<file path="src/rtl/uart_bus_bridge_pkg.sv">
// uart_bus_bridge_pkg
// Shared definitions for the UART-to-bus command bridge:
//   - command byte codes (WRITE / READ / PING)
//   - response byte codes (ACK / PONG / ERR)
//   - parser FSM state encoding
package uart_bus_bridge_pkg;

  localparam logic [7:0] CMD_WRITE = 8'h01;
  localparam logic [7:0] CMD_READ  = 8'h02;
  localparam logic [7:0] CMD_PING  = 8'h03;

  localparam logic [7:0] RSP_ACK   = 8'hAA;
  localparam logic [7:0] RSP_PONG  = 8'h55;
  localparam logic [7:0] RSP_ERR   = 8'hEE;

  typedef enum logic [2:0] {
    ST_IDLE,
    ST_ADDR,
    ST_DATA,
    ST_BUS,
    ST_RESP
  } state_e;

endpackage

</file>
<file path="src/rtl/uart_bus_bridge_txser.sv">
// uart_bus_bridge_txser
// Serialises a 1..4 byte response, least-significant byte first, onto a
// valid/ready byte port.
// Ports:
//   clk_i, rst_ni     clock, asynchronous active-low reset
//   start_i           load a new response (cnt_i bytes taken from word_i)
//   cnt_i             number of bytes to send, 1..4
//   word_i            response word; must stay stable while bytes are sent
//   tx_data_o         byte currently offered
//   tx_valid_o        tx_data_o is valid
//   tx_ready_i        consumer accepts the byte when valid and ready are high
//   done_o            high in the cycle the final byte is accepted
module uart_bus_bridge_txser (
  input  logic        clk_i,
  input  logic        rst_ni,
  input  logic        start_i,
  input  logic [2:0]  cnt_i,
  input  logic [31:0] word_i,
  output logic [7:0]  tx_data_o,
  output logic        tx_valid_o,
  input  logic        tx_ready_i,
  output logic        done_o
);

  logic       valid_q, valid_d;
  logic [1:0] idx_q, idx_d;
  logic [2:0] last_q, last_d;

  always_comb begin
    valid_d = valid_q;
    idx_d   = idx_q;
    last_d  = last_q;
    done_o  = 1'b0;
    if (start_i) begin
      valid_d = 1'b1;
      idx_d   = 2'd0;
      last_d  = cnt_i - 3'd1;
    end else if (valid_q && tx_ready_i) begin
      if ({1'b0, idx_q} == last_q) begin
        valid_d = 1'b0;
        idx_d   = 2'd0;
        done_o  = 1'b1;
      end else begin
        idx_d = idx_q + 2'd1;
      end
    end
  end

  always_ff @(posedge clk_i or negedge rst_ni) begin
    if (!rst_ni) begin
      valid_q <= 1'b0;
      idx_q   <= 2'd0;
      last_q  <= 3'd0;
    end else begin
      valid_q <= valid_d;
      idx_q   <= idx_d;
      last_q  <= last_d;
    end
  end

  always_comb begin
    case (idx_q)
      2'd0:    tx_data_o = word_i[7:0];
      2'd1:    tx_data_o = word_i[15:8];
      2'd2:    tx_data_o = word_i[23:16];
      default: tx_data_o = word_i[31:24];
    endcase
  end

  assign tx_valid_o = valid_q;

endmodule

</file>
<file path="src/rtl/uart_bus_bridge.sv">
// uart_bus_bridge
// Parses command frames from the UART receiver, runs single-word bus reads
// and writes, and returns response bytes toward the UART transmitter.
// Frames: 0x01 addr[4] data[4] -> 0xAA ; 0x02 addr[4] -> data[4] LSB first ;
//         0x03 -> 0x55 ; anything else -> 0xEE. Multi-byte fields little-endian.
// Ports:
//   clk_i, rst_ni                  clock, asynchronous active-low reset
//   rx_data_i, rx_valid_i          received byte + one-cycle strobe
//   tx_data_o, tx_valid_o, tx_ready_i   response byte handshake
//   bus_addr_o, bus_data_o         transaction address / write data
//   bus_write_o, bus_read_o        requests, held until bus_ack_i
//   bus_data_i, bus_ack_i          read data + one-cycle completion
//   overrun_o                      pulse: a byte arrived in BUS/RESP and was dropped
// Parameters: ADDR_W (bus address width, 1..32), TIMEOUT_p (inter-byte timeout).
// Build option: define UART_BUS_BRIDGE_TIMEOUT_EN to abandon partial frames
// after TIMEOUT_p idle cycles in ADDR/DATA; otherwise they wait indefinitely.
module uart_bus_bridge
  import uart_bus_bridge_pkg::*;
#(
  parameter int ADDR_W    = 32,
  parameter int TIMEOUT_p = 100000
) (
  input  logic              clk_i,
  input  logic              rst_ni,
  input  logic [7:0]        rx_data_i,
  input  logic              rx_valid_i,
  output logic [7:0]        tx_data_o,
  output logic              tx_valid_o,
  input  logic              tx_ready_i,
  output logic [ADDR_W-1:0] bus_addr_o,
  output logic [31:0]       bus_data_o,
  output logic              bus_write_o,
  output logic              bus_read_o,
  input  logic [31:0]       bus_data_i,
  input  logic              bus_ack_i,
  output logic              overrun_o
);

  if (ADDR_W < 1 || ADDR_W > 32 || TIMEOUT_p < 1) begin : g_param_check
    $error("uart_bus_bridge: ADDR_W must be 1..32 and TIMEOUT_p >= 1");
  end

  state_e      state_q, state_d;
  logic [1:0]  cnt_q, cnt_d;
  logic [31:0] addr_q, addr_d;
  logic [31:0] data_q, data_d;
  logic        wr_q, wr_d;
  logic        overrun_q, overrun_d;

  logic        tx_start;
  logic [2:0]  tx_len;
  logic        tx_done;
  logic        tmo_fire;

`ifdef UART_BUS_BRIDGE_TIMEOUT_EN
  localparam int TMO_W = $clog2(TIMEOUT_p + 1);

  logic [TMO_W-1:0] tmo_q, tmo_d;

  // Counts idle cycles while a frame is partially received; any byte, or
  // any other state, holds it at zero.
  always_comb begin
    tmo_d    = '0;
    tmo_fire = 1'b0;
    if ((state_q == ST_ADDR || state_q == ST_DATA) && !rx_valid_i) begin
      if (tmo_q == TMO_W'(TIMEOUT_p - 1)) begin
        tmo_fire = 1'b1;
      end else begin
        tmo_d = tmo_q + 1'b1;
      end
    end
  end

  always_ff @(posedge clk_i or negedge rst_ni) begin
    if (!rst_ni) begin
      tmo_q <= '0;
    end else begin
      tmo_q <= tmo_d;
    end
  end
`else
  assign tmo_fire = 1'b0;
`endif

  always_comb begin
    state_d  = state_q;
    cnt_d    = cnt_q;
    addr_d   = addr_q;
    data_d   = data_q;
    wr_d     = wr_q;
    tx_start = 1'b0;
    tx_len   = 3'd1;
    case (state_q)
      ST_IDLE: begin
        if (rx_valid_i) begin
          case (rx_data_i)
            CMD_WRITE: begin
              wr_d    = 1'b1;
              state_d = ST_ADDR;
            end
            CMD_READ: begin
              wr_d    = 1'b0;
              state_d = ST_ADDR;
            end
            CMD_PING: begin
              data_d   = {24'd0, RSP_PONG};
              tx_start = 1'b1;
              state_d  = ST_RESP;
            end
            default: begin
              data_d   = {24'd0, RSP_ERR};
              tx_start = 1'b1;
              state_d  = ST_RESP;
            end
          endcase
        end
      end
      ST_ADDR: begin
        if (rx_valid_i) begin
          // Bytes enter at the top so the first (least significant) byte
          // ends up in [7:0] after four shifts.
          addr_d = {rx_data_i, addr_q[31:8]};
          cnt_d  = cnt_q + 2'd1;
          if (cnt_q == 2'd3) begin
            state_d = wr_q ? ST_DATA : ST_BUS;
          end
        end
      end
      ST_DATA: begin
        if (rx_valid_i) begin
          data_d = {rx_data_i, data_q[31:8]};
          cnt_d  = cnt_q + 2'd1;
          if (cnt_q == 2'd3) begin
            state_d = ST_BUS;
          end
        end
      end
      ST_BUS: begin
        if (bus_ack_i) begin
          // The data register doubles as the response word.
          tx_start = 1'b1;
          if (wr_q) begin
            data_d = {24'd0, RSP_ACK};
            tx_len = 3'd1;
          end else begin
            data_d = bus_data_i;
            tx_len = 3'd4;
          end
          state_d = ST_RESP;
        end
      end
      ST_RESP: begin
        if (tx_done) begin
          state_d = ST_IDLE;
        end
      end
      default: state_d = ST_IDLE;
    endcase
    if (tmo_fire) begin
      state_d = ST_IDLE;
    end
    if (state_d != state_q) begin
      cnt_d = 2'd0;
    end
  end

  assign overrun_d = rx_valid_i && (state_q == ST_BUS || state_q == ST_RESP);

  always_ff @(posedge clk_i or negedge rst_ni) begin
    if (!rst_ni) begin
      state_q   <= ST_IDLE;
      cnt_q     <= 2'd0;
      addr_q    <= 32'd0;
      data_q    <= 32'd0;
      wr_q      <= 1'b0;
      overrun_q <= 1'b0;
    end else begin
      state_q   <= state_d;
      cnt_q     <= cnt_d;
      addr_q    <= addr_d;
      data_q    <= data_d;
      wr_q      <= wr_d;
      overrun_q <= overrun_d;
    end
  end

  // Requests decode straight from the state flop so reset drops them at once.
  assign bus_write_o = (state_q == ST_BUS) &&  wr_q;
  assign bus_read_o  = (state_q == ST_BUS) && !wr_q;
  assign bus_addr_o  = addr_q[ADDR_W-1:0];
  assign bus_data_o  = data_q;
  assign overrun_o   = overrun_q;

  uart_bus_bridge_txser u_txser (
    .clk_i      (clk_i),
    .rst_ni     (rst_ni),
    .start_i    (tx_start),
    .cnt_i      (tx_len),
    .word_i     (data_q),
    .tx_data_o  (tx_data_o),
    .tx_valid_o (tx_valid_o),
    .tx_ready_i (tx_ready_i),
    .done_o     (tx_done)
  );

endmodule

</file>
<file path="config.mk">
export PLATFORM = sky130hd
export DESIGN_NAME = uart_bus_bridge
export DESIGN_NICKNAME = d
export VERILOG_FILES = /design/src/rtl/uart_bus_bridge_pkg.sv /design/src/rtl/uart_bus_bridge_txser.sv /design/src/rtl/uart_bus_bridge.sv
export SDC_FILE = /design/constraint.sdc
export NUM_CORES = 1
export LEC_CHECK = 0
export CAP_MARGIN = 15
export CORE_MARGIN = 8
export CORE_UTILIZATION = 46
export CTS_BUF_LIST = sky130_fd_sc_hd__clkbuf_16
export DETAILED_ROUTE_END_ITERATION = 12
export PLACE_DENSITY_LB_ADDON = 0.3
export REMOVE_ABC_BUFFERS = 1
export SYNTH_ARGS = -nofsm -noshare
export SYNTH_HDL_FRONTEND = slang
export SYNTH_SLANG_ARGS = --single-unit
</file>
<file path="constraint.sdc">
create_clock -name clk_i -period 2.3 [get_ports clk_i]
set_clock_uncertainty 0.05 [all_clocks]
set_input_delay 0.345 -clock clk_i [delete_from_list [all_inputs] [get_ports clk_i]]
set_output_delay 0.345 -clock clk_i [all_outputs]
set_load 0.01 [all_outputs]
</file>
==> Yosys cells after proc, flatten, opt, wreduce, memory -nomap -nowiden <==
Index checks and enable logic that the tools add are counted.
{ "word_totals": {"output_inout_bits": 76, "in_bits": 45, "ff_bits": 77, "wordCells": 86} }
{ "op_classes": {"n_eq_ne": 16, "mux": 37, "addsub": 3, "reduce_logical": 21} }
{ "op_table": {"columns": ["operator", "n"], "rows": [
  ["two-way mux 32 bit", 4],
  ["case mux 32 bit (3 select lines)", 1],
  ["case mux 32 bit (2 select lines)", 1],
  ["two-way mux 3 bit", 11],
  ["case mux 8 bit (3 select lines)", 1],
  ["equality test 8 x 2 -> 1 bit, second input constant", 2],
  ["case mux 3 bit (5 select lines)", 1],
  ["two-way mux 2 bit", 6],
  ["two-way mux 1 bit", 10],
  ["nonzero test 2 bit", 5],
  ["equality test 8 x 1 -> 1 bit, second input constant", 1],
  ["inequality test 2 bit, second input constant", 4],
  ["equality test 3 x 2 -> 1 bit, second input constant", 2],
  ["AND reduction 2 bit", 3],
  ["AND reduction 5 bit", 1],
  ["adder 2 x 1 -> 2 bit, second input constant", 2],
  ["equality test 2 bit, second input constant", 2],
  ["logical AND 1 bit", 4],
  ["case mux 1 bit (2 select lines)", 2],
  ["OR reduction 2 bit", 2],
  ["equality test 2 x 3 -> 1 bit", 1],
  ["equality test 3 x 1 -> 1 bit, second input constant", 1],
  ["equality test 3 bit, second input constant", 1],
  ["zero test 3 bit", 1],
  ["8 further kinds", 8]
]} }

==> Depth between registers and ports, before layout <==
Gate-level depths: netlist (run 1).
{ "logic_depth": {"ltp_word": 11, "ltp_mapped": 7, "mapped_depth_nobuf": 5} }

==> Cells and area by module <==
Synthesis (run 1) repeated with hierarchy kept, for this count alone.
{ "unflattened": {"cells_unflattened": 320, "area_unflattened_um2": 3868.7} }
{ "modules_own_cells": {"columns": ["mod", "area_per_inst_um2", "cells_per_inst", "instances", "seq_area_each_um2"], "rows": [
  ["uart_bus_bridge", 3291.9, 255, 1, 1776.7],
  ["uart_bus_bridge_txser", 576.8, 65, 1, 150.1]
]} }

==> Worst setup path after synthesis (run 1) <==
OpenSTA, ideal clock, no wires.
{ "synth_timing": {"path_kind": "input-to-reg", "startpoint": "input port rx_data_i[3]", "endpoint": "register data_q[10], in the netlist bus_data_o[10]", "n_path_buf": 1, "t_arrival_ns": 1.601, "setup_slack_ns": 0.524, "stages": 5, "required_ns": 2.125, "path_cell_list": "nor4_4 nand3_2 o31a_1 buf_6 mux2_4"} }
{ "synth_between": {"elab_chain_cells": 4, "elab_cells_between_ends": 5} }
{ "synth_rtl": {"columns": ["item", "line_no", "text"], "rows": [
  ["start: declaration", "uart_bus_bridge.sv:25", "input logic [7:0] rx_data_i,"],
  ["equality test 8 x 2 -> 1 bit or equality test 8 x 1 -> 1 bit (tied branches)", "uart_bus_bridge.sv:96", "case (rx_data_i)"],
  ["OR reduction 2 bit (no line) (*)", null, null],
  ["inequality test 2 bit (no line) (*)", null, null],
  ["AND reduction 5 bit (no line) (*)", null, null],
  ["end signal: assignment", "uart_bus_bridge.sv:181", "data_q <= data_d;"],
  ["end: declaration", "uart_bus_bridge.sv:46", "logic [31:0] data_q, data_d;"]
]} }
Every way passes the cells marked *; elsewhere a longest branch is shown, timed or not.
A chain may end at the register's enable or synchronous reset.

==> Worst setup path after layout (run 1) <==
{ "layout_timing": {"startpoint": "register u_txser.idx_q[0]", "endpoint": "output port tx_data_o[4]"} }
{ "layout_between": {"elab_chain_cells": 2, "elab_cells_between_ends": 4} }
{ "layout_rtl": {"columns": ["item", "line_no", "text"], "rows": [
  ["start: declaration", "uart_bus_bridge_txser.sv:26", "logic [1:0] idx_q, idx_d;"],
  ["start signal: assignment", "uart_bus_bridge_txser.sv:56", "idx_q <= idx_d;"],
  ["equality test 2 bit (tied with other cells)", "uart_bus_bridge_txser.sv:62", "case (idx_q)"],
  ["case mux 8 bit (3 select lines) (*)", "uart_bus_bridge_txser.sv:62", null],
  ["end: declaration", "uart_bus_bridge.sv:27", "output logic [7:0] tx_data_o,"]
]} }
Marked as above.

==> metrics.yaml, run 1 <==
run_status:
  run_status: "completed"
yosys:
  synth_ff_type: "dfrtp_1"
  yosysSeqAreaShare_pct: 50.1
  yosys_register_bits: 75
  async_flop_share_pct: 100
  synth_area_per_cell_um2: 12.6
  yosys_warnings: 0
  synth_cell_types: 48
  synthCells: 298
  netlist_area_um2: 3750
  synth_edf_count: 0
clocking:
  numCtsBuffers: 9
  cts-root-buf: "clkbuf_16"
  ctsHtreeMaxLevel: 3
  clock_path_buffers: 2
  clkSinkCount: 75
  clk_latency_ps: 330
  clkSlewWorstSetupHoldPaths_ps: 60
  cts_tree: "yes"
setup_path:
  path_max_fanout: 8
  worstSetupPathType: "flop to output pin"
  worst_setup_path_end_kind: "output pin"
  worstPathArrival_ps: 1800
  critPathBufInv: 3
  required_ps: 1900
  timing.critical_path.from: "u_txser.idx_q[0]$_DFFE_PN0P_"
  cpPeakStageDelay_ps: 400
  cp-start-kind: "flop"
  crit_family: "buffers and inverters"
  path_cells: "inv_2, ha_1, buf_4, a222oi_1, mux2i_1, clkdlybuf4s15_1"
  reg2reg_from: "state_q[2]$_DFF_PN0_"
  slowest_stage: "dfrtp_1"
placement:
  placed_cells: 528
  post-place-ws_ps: -30.5
  dp_hpwl_um: 7960
  port_buffers: 120
  place_area_um2: 5220
  place_congestion: 0.901
detailed_routing:
  viasPerCell: 5.51
  route.vias.total: 3035
  ant_nets: 0
  wl_um: 10900
  wl_per_cell_um: 19.7
  drtIter0Drc: 170
  dr.pass1.iters: 6
  remaining_drc_errors: 0
global_routing:
  use_met1_pct: 23.2
  grt-ovfl-total: 0
  grtUsageTotal_pct: 19.3
  grt_pass1_vias: 3216
  grt_max_degree: 40
  busiest_layer: "met2"
  gr-usage-met2_pct: 30.8
  grt_pass1_wl_um: 17200
  grt.met3_usage_pct: 6.96
  antenna_found_initial: 0
power_and_ir_drop:
  power_leakage_nw: 2.41
  peakVddDrop_uv: 383
  powerDensity_nw_per_um2: 638
hold_path:
  min_from: "bus_addr_o[3]$_DFFE_PN0P_"
  hold_path.class: "flop to flop"
floorplanning:
  fp.dieH_um: 106
  num_rows: 33
  dieArea_um2: 11300
  core_area_um2: 8050
  fp.dieW_um: 106
  io_pins: 121
  start_util_pct: 46.6
timing:
  max_clock_freq_mhz: 455
  finalCritPeriodShare_pct: 95.5
  hold_ws_ps: 458
  layout_setup_ws_ps: 103
  slew_violations: 0
  hold_violations: 0
  fin_crit_ps: 2200
  setup_viol: 0
  rsz0062_at_grt: "no"
  worst_pin_slew_ps: 517
  max_slew_margin_pct: 65.6
finish:
  diodes: 0
  multi_input_area_um2: 1770
  nets: 491
  fin_util_pct: 68.9
  seqCellArea_um2: 1880
  drive_above_1_share_pct: 24.7
  areaGrowthSynthToFinish_pct: 48.0
  nFillCells: 620
  stdcell_count: 551
  stdcell_area_um2: 5550
flow_run:
  cap_viol_max_count: 0
synth_stat cells (all sizes together) (2+ instances only):
cell type	count	area (um^2)
dfrtp	75	1880
mux2	50	631
mux2i	18	180
a22o	17	149
buf	12	71.3
inv	12	45.0
nor2	12	47.6
nand2	10	37.5
a222oi	8	80.1
a22oi	8	60.1
clkbuf	8	30.0
a21oi	7	35.0
ha	5	62.6
o22a	4	35.0
o22ai	4	25.0
nand2b	3	18.8
nand3	3	20.0
nor2b	3	18.8
nor4	3	33.8
xor2	3	26.3
a211oi	2	15.0
a21boi	2	15.0
a221o	2	20.0
a221oi	2	17.5
and3	2	12.5
nand3b	2	15.0
nand4	2	12.5
nand4b	2	17.5
nor3	2	10.0
nor4b	2	23.8
o2bb2ai	2	17.5
o31ai	2	15.0
sequential cells by signal, indices dropped and copies added (netlist names):
name	count
u_txser.tx_valid_o	1
u_txser.idx_q	2
u_txser.last_q	1
wr_q	1
overrun_o	1
state_q	3
bus_addr_o	32
bus_data_o	32
cnt_q	2
layout make-up:
cell class | count | area share (%)
clock buffer | 9 | 4.06
clock inverter | 7 | 0.790
inverter | 12 | 0.812
multi-input combinational | 191 | 31.8
sequential | 75 | 33.8
tap | 105 | 2.37
timing repair buffer | 152 | 26.3
layout by cell type, fill, tap and decap left out, types with 7 or more instances in the layout:
cell and instances:
a21oi_1 7, a222oi_1 8, a22o_1 17, a22oi_1 8
buf_4 29, clkbuf_16 9, clkdlybuf4s50_1 111, dfrtp_1 75
inv_1 11, mux2_2 32, mux2_4 18, mux2i_1 18
nand2_1 10, nor2_1 10
per-stage QoR:
stage | total power [W] | setup TNS, ps
floorplan | 0.00185 | -43360
global placement | 0.00227 | 0
detailed placement | 0.00229 | -422
CTS | 0.00357 | 0
global route | 0.00369 | 0
finish | 0.00354 | 0
repair_timing:
action	in CTS	in global routing
resized for setup	15	13
hold buffers	1	0
pin swaps	1	7
hold endpoints to repair	36	0
setup endpoints to repair	8	8
buffers inserted	5	1
logic make-up after synthesis:
logic type | count (synthesis) | synth area share (%)
AO/OA/AOI/OAI | 68 | 14.7
XOR/XNOR | 3 | 0.701
AND/OR/NAND/NOR | 47 | 7.38
buffers and inverters | 32 | 3.90
adder cells (fa/ha/maj) | 5 | 1.67
multiplexers | 68 | 21.6
flip-flops | 75 | 50.1
metal layers:
metal | wire (um) | share of wire, %
met1 | 4430 | 41
met2 | 5290 | 49
met3 | 976 | 9.0
met4 | 182 | 1.7
met5 | 0 | 0
path summary, 6_finish.rpt:
path	endpoint	slack, ps	cells after the start
worst max-delay path	tx_data_o[4]	100	6
worst min-delay path	bus_addr_o[3]$_DFFE_PN0P_	460	1
worst max register to register	bus_data_o[16]$_DFFE_PN0P_	370	6
worst min register to register	bus_addr_o[3]$_DFFE_PN0P_	460	1
max in group asynchronous	bus_addr_o[24]$_DFFE_PN0P_	1140	3
min in group asynchronous	u_txser.last_q[1]$_DFFE_PN0P_	480	2
report_power, final:
part / leakage (nW) / internal (W) / switching, W
Clock: 0.123 / 0.000724 / 0.000551
Sequential: 1.00 / 0.00142 / 0.0000824
Combinational: 1.29 / 0.000426 / 0.000338
(Power assumes the default switching activity.)
==> inputs of run 2 (changes only) <==
--- a/config.mk
+++ b/config.mk
@@ -10,7 +10,9 @@
 export CORE_UTILIZATION = 46
 export CTS_BUF_LIST = sky130_fd_sc_hd__clkbuf_16
 export DETAILED_ROUTE_END_ITERATION = 12
+export GPL_TIMING_DRIVEN = 1
 export PLACE_DENSITY_LB_ADDON = 0.3
+export RECOVER_POWER = 50
 export REMOVE_ABC_BUFFERS = 1
 export SYNTH_ARGS = -nofsm -noshare
 export SYNTH_HDL_FRONTEND = slang
==> metrics.yaml, run 2 (synthesis results as in run 1) <==
global_routing:
  grt_pass1_vias: 3216
  grtUsageTotal_pct: 19.3
  antenna_found_initial: 0
  grt_pass1_wl_um: 17200
  grt_max_degree: 40
  grt-ovfl-total: 0
timing:
  setup_viol: 0
  slew_violations: 0
  max_clock_freq_mhz: 455
  rsz0062_at_grt: "no"
  fin_tns_setup_ps: 0
  hold_violations: 0
  worst_pin_slew_ps: 968
  finalCritPeriodShare_pct: 95.5
  max_slew_margin_pct: 35.5
  fin_crit_ps: 2200
floorplanning:
  fp.dieW_um: 106
  num_rows: 33
  io_pins: 121
  dieArea_um2: 11300
  start_util_pct: 46.6
  fp.dieH_um: 106
  core_area_um2: 8050
clocking:
  clkSlewWorstSetupHoldPaths_ps: 60
  clkSinkCount: 75
  clk_latency_ps: 330
  ctsHtreeMaxLevel: 3
  cts-root-buf: "clkbuf_16"
  clock_path_buffers: 2
  numCtsBuffers: 9
  cts_tree: "yes"
finish:
  nets: 491
  fin_util_pct: 68.7
  final_cell_mix: "clkdlybuf4s50_1 (77), dfrtp_1 (75), dlygate4sd3_1 (35), mux2_2 (32), buf_4 (27)"
  stdcell_area_um2: 5530
  stdcell_count: 551
  areaGrowthSynthToFinish_pct: 47.5
  diodes: 0
  mostFrequentLayoutCell: "clkdlybuf4s50_1"
  drive_above_1_share_pct: 24.4
setup_path:
  reg2reg_depth: 6
  worstSetupPathType: "flop to output pin"
  cpPeakStageDelay_ps: 410
  worstPathArrival_ps: 1800
  path_cells: "inv_2, ha_1, buf_4, a222oi_1, mux2i_1, clkdlybuf4s15_1"
  cp-start-kind: "flop"
  path_max_fanout: 8
  worst_setup_path_end_kind: "output pin"
  slowest_stage: "dfrtp_1"
  required_ps: 1900
detailed_routing:
  remaining_drc_errors: 0
  drtIter0Drc: 173
  viasPerCell: 5.56
  dr.pass1.iters: 5
  wl_um: 10900
  ant_nets: 0
  route.vias.total: 3064
  wl_per_cell_um: 19.7
placement:
  place_congestion: 0.901
  place_area_um2: 5220
  port_buffers: 120
  dp_hpwl_um: 7960
  placed_cells: 528
hold_path:
  hold_path.class: "flop to flop"
  min_path_cells: 1
power_and_ir_drop:
  powerDensity_nw_per_um2: 634
  power_leakage_nw: 2.51
  peakVddDrop_uv: 378
run_status:
  run_status: "completed"
flow_run:
  cap_viol_max_count: 0
-- run 2: where the power goes --
part | leakage [nW] | total (W) | internal, W | switching (W)
Combinational | 1.39 | 0.000736 | 0.000399 | 0.000336
Clock | 0.123 | 0.00127 | 0.000724 | 0.000549
Sequential | 1.00 | 0.00150 | 0.00142 | 0.0000790
Total | 2.51 | 0.00350 | 0.00254 | 0.000964
-- run 2: final cells by class --
type,instances,area [um^2]
fillers,624,2520
flip-flops and latches,75,1880
multi-input cells,191,1770
repair buffers,152,1440
clock buffers,9,225
well taps,105,131
inverters,12,45.0
clock inverters,7,43.8
-- run 2: critical path: cells and delay by family (launching register included) --
family,cells,cell delay [ps]
mux,1,140
compound gates,1,220
fa+ha+maj,1,200
flops,1,410
buf+inv,3,500
-- run 2: worst paths after layout --
check	startpoint	end	slack (ps)
setup / recovery	u_txser.idx_q[0]$_DFFE_PN0P_	tx_data_o[5]	100
hold / removal	bus_addr_o[3]$_DFFE_PN0P_	bus_addr_o[3]$_DFFE_PN0P_	450
setup reg to reg	state_q[0]$_DFF_PN0_	cnt_q[1]$_DFFE_PN0P_	220
hold reg to reg	bus_addr_o[3]$_DFFE_PN0P_	bus_addr_o[3]$_DFFE_PN0P_	450
max in group asynchronous	rst_ni	state_q[2]$_DFF_PN0_	370
min in group asynchronous	rst_ni	u_txser.last_q[1]$_DFFE_PN0P_	650
-- run 2: stage by stage --
stage                     power [W]  hold WS [ps]  worst slack (ps)
after floorplan             0.00185        -0.591             -1070
after global placement      0.00227           303             0.134
after detailed placement    0.00229           303             -30.5
after CTS                   0.00357           459              8.56
after global routing        0.00366           468              1.03
final                       0.00350           453               104
-- run 2: timing repair --
item                       in CTS  in global routing
setup buffers                   5                  1
setup endpoints to repair       8                  8
gates resized for setup        15                 13
hold buffers                    1                  0
hold endpoints to repair       36                  0
pin swaps                       1                  7
-- run 2: routing by layer --
metal | wire [um] | part of all wire (%) | track usage, %
met2 | 5330 | 49 | 30.8
met3 | 966 | 8.9 | 6.96
met1 | 4390 | 40 | 23.2
met4 | 189 | 1.7 | 7.84
met5 | 0 | 0 | 0
==> inputs of run 3 (changes only) <==
--- a/config.mk
+++ b/config.mk
@@ -7,8 +7,8 @@
 export LEC_CHECK = 0
 export CAP_MARGIN = 15
 export CORE_MARGIN = 8
-export CORE_UTILIZATION = 46
-export CTS_BUF_LIST = sky130_fd_sc_hd__clkbuf_16
+export CORE_UTILIZATION = 48
+export CTS_BUF_LIST = sky130_fd_sc_hd__clkbuf_4
 export DETAILED_ROUTE_END_ITERATION = 12
 export GPL_TIMING_DRIVEN = 1
 export PLACE_DENSITY_LB_ADDON = 0.3
==> metrics.yaml, run 3 (synthesis results as in run 1) <==
run_status:
  run_status: "completed"
global_routing:
  grt_pass1_vias: 3364
  antenna_found_initial: 0
  grt_max_degree: 40
  grt_pass1_wl_um: 17700
  grt-ovfl-total: 0
  grtUsageTotal_pct: 20.1
floorplanning:
  core_area_um2: 7650
  dieArea_um2: 10900
  io_pins: 121
  start_util_pct: 49.0
  fp.dieH_um: 104
  fp.dieW_um: 104
  num_rows: 32
timing:
  fin_crit_ps: 2240
  max_slew_margin_pct: 30.1
  finalCritPeriodShare_pct: 97.6
  rsz0062_at_grt: "yes"
  worst_pin_slew_ps: 1050
  max_clock_freq_mhz: 446
  hold_violations: 0
  hold_ws_ps: 470
  layout_setup_ws_ps: 56.0
  fin_tns_setup_ps: 0
  slew_violations: 0
  setup_viol: 0
power_and_ir_drop:
  peakVddDrop_uv: 468
  power_leakage_nw: 2.44
  powerDensity_nw_per_um2: 601
hold_path:
  hold_path.class: "flop to flop"
detailed_routing:
  wl_um: 10900
  remaining_drc_errors: 0
  wl_per_cell_um: 19.9
  dr.pass1.iters: 6
  route.vias.total: 3064
  drtIter0Drc: 180
  viasPerCell: 5.61
  ant_nets: 0
setup_path:
  worst_setup_path_end_kind: "output pin"
  required_ps: 1900
  cp-start-kind: "flop"
  path_cells: "buf_4, ha_4, a222oi_1, mux2i_1, buf_2"
  path_max_fanout: 8
  critPathBufInv: 2
  rrSetupSlack_ps: 100
  crit_family: "flip-flops"
  worstPathArrival_ps: 1850
  cpPeakStageDelay_ps: 430
  worstSetupPathType: "flop to output pin"
  slowest_stage: "dfrtp_1"
finish:
  diodes: 0
  areaGrowthSynthToFinish_pct: 43.2
  nets: 489
  stdcell_area_um2: 5370
  mostFrequentLayoutCell: "clkdlybuf4s50_1"
  final_cell_mix: "clkdlybuf4s50_1 (81), dfrtp_1 (73), mux2_2 (32), dlygate4sd3_1 (30), buf_4 (21)"
  fin_util_pct: 70.2
  drive_above_1_share_pct: 25.5
  nFillCells: 560
clocking:
  clock_path_buffers: 2
  clk_latency_ps: 430
  ctsHtreeMaxLevel: 3
  clkSlewWorstSetupHoldPaths_ps: 150
  cts_tree: "yes"
  cts-root-buf: "clkbuf_4"
  clkSinkCount: 75
  numCtsBuffers: 9
placement:
  port_buffers: 120
  post-place-ws_ps: -57.2
  place_congestion: 0.788
  place_area_um2: 5190
  dp_hpwl_um: 7880
flow_run:
  cap_viol_max_count: 0
run 3: worst paths after layout:
kind / endpoint / startpoint / depth (start not counted)
max: tx_data_o[7] / u_txser.idx_q[1]$_DFFE_PN0P_ / 5
min: bus_addr_o[2]$_DFFE_PN0P_ / bus_addr_o[2]$_DFFE_PN0P_ / 1
max reg2reg: cnt_q[1]$_DFFE_PN0P_ / state_q[0]$_DFF_PN0_ / 7
min reg2reg: bus_addr_o[2]$_DFFE_PN0P_ / bus_addr_o[2]$_DFFE_PN0P_ / 1
max in group asynchronous: bus_addr_o[7]$_DFFE_PN0P_ / rst_ni / 3
min in group asynchronous: bus_addr_o[13]$_DFFE_PN0P_ / rst_ni / 2
run 3: what timing repair did:
item / 4_1_cts / 5_1_grt
hold buffers: 1 / 0
pin swaps: 4 / 1
setup buffers: 3 / 2
hold endpoints to repair: 37 / 0
gates resized for setup: 44 / 1
endpoints found under the setup margin: 10 / 4
run 3: final cells by class:
| class | count | area, um^2 | area share, % |
|---|---|---|---|
| Inverter | 12 | 45.0 | 0.839 |
| Timing Repair Buffer | 150 | 1400 | 26.1 |
| Multi-Input combinational cell | 191 | 1740 | 32.5 |
| Tap cell | 102 | 128 | 2.38 |
| Sequential cell | 75 | 1880 | 35.0 |
| Clock inverter | 7 | 105 | 1.96 |
| Clock buffer | 9 | 67.6 | 1.26 |
run 3: metrics by stage:
stage,power [W],std cells
2_1_floorplan,0.00185,278
3_3_place_gp,0.00227,524
3_5_place_dp,0.00229,524
4_1_cts,0.00328,544
5_1_grt,0.00336,546
6_report,0.00322,546
run 3: layer usage:
metal	vias to the layer above	track usage [%]	share of wire, %
met5	-	0	0
met4	0	7.65	1.7
met3	18	5.64	7.7
met2	113	33.0	50
met1	1526	24.5	41
li1	1407	-	-
run 3: power breakdown:
| group | internal [W] | total [W] | switching, W |
|---|---|---|---|
| clock network | 0.000459 | 0.000988 | 0.000529 |
| registers | 0.00141 | 0.00149 | 0.0000717 |
| logic | 0.000402 | 0.000748 | 0.000347 |
| total | 0.00228 | 0.00322 | 0.000948 |
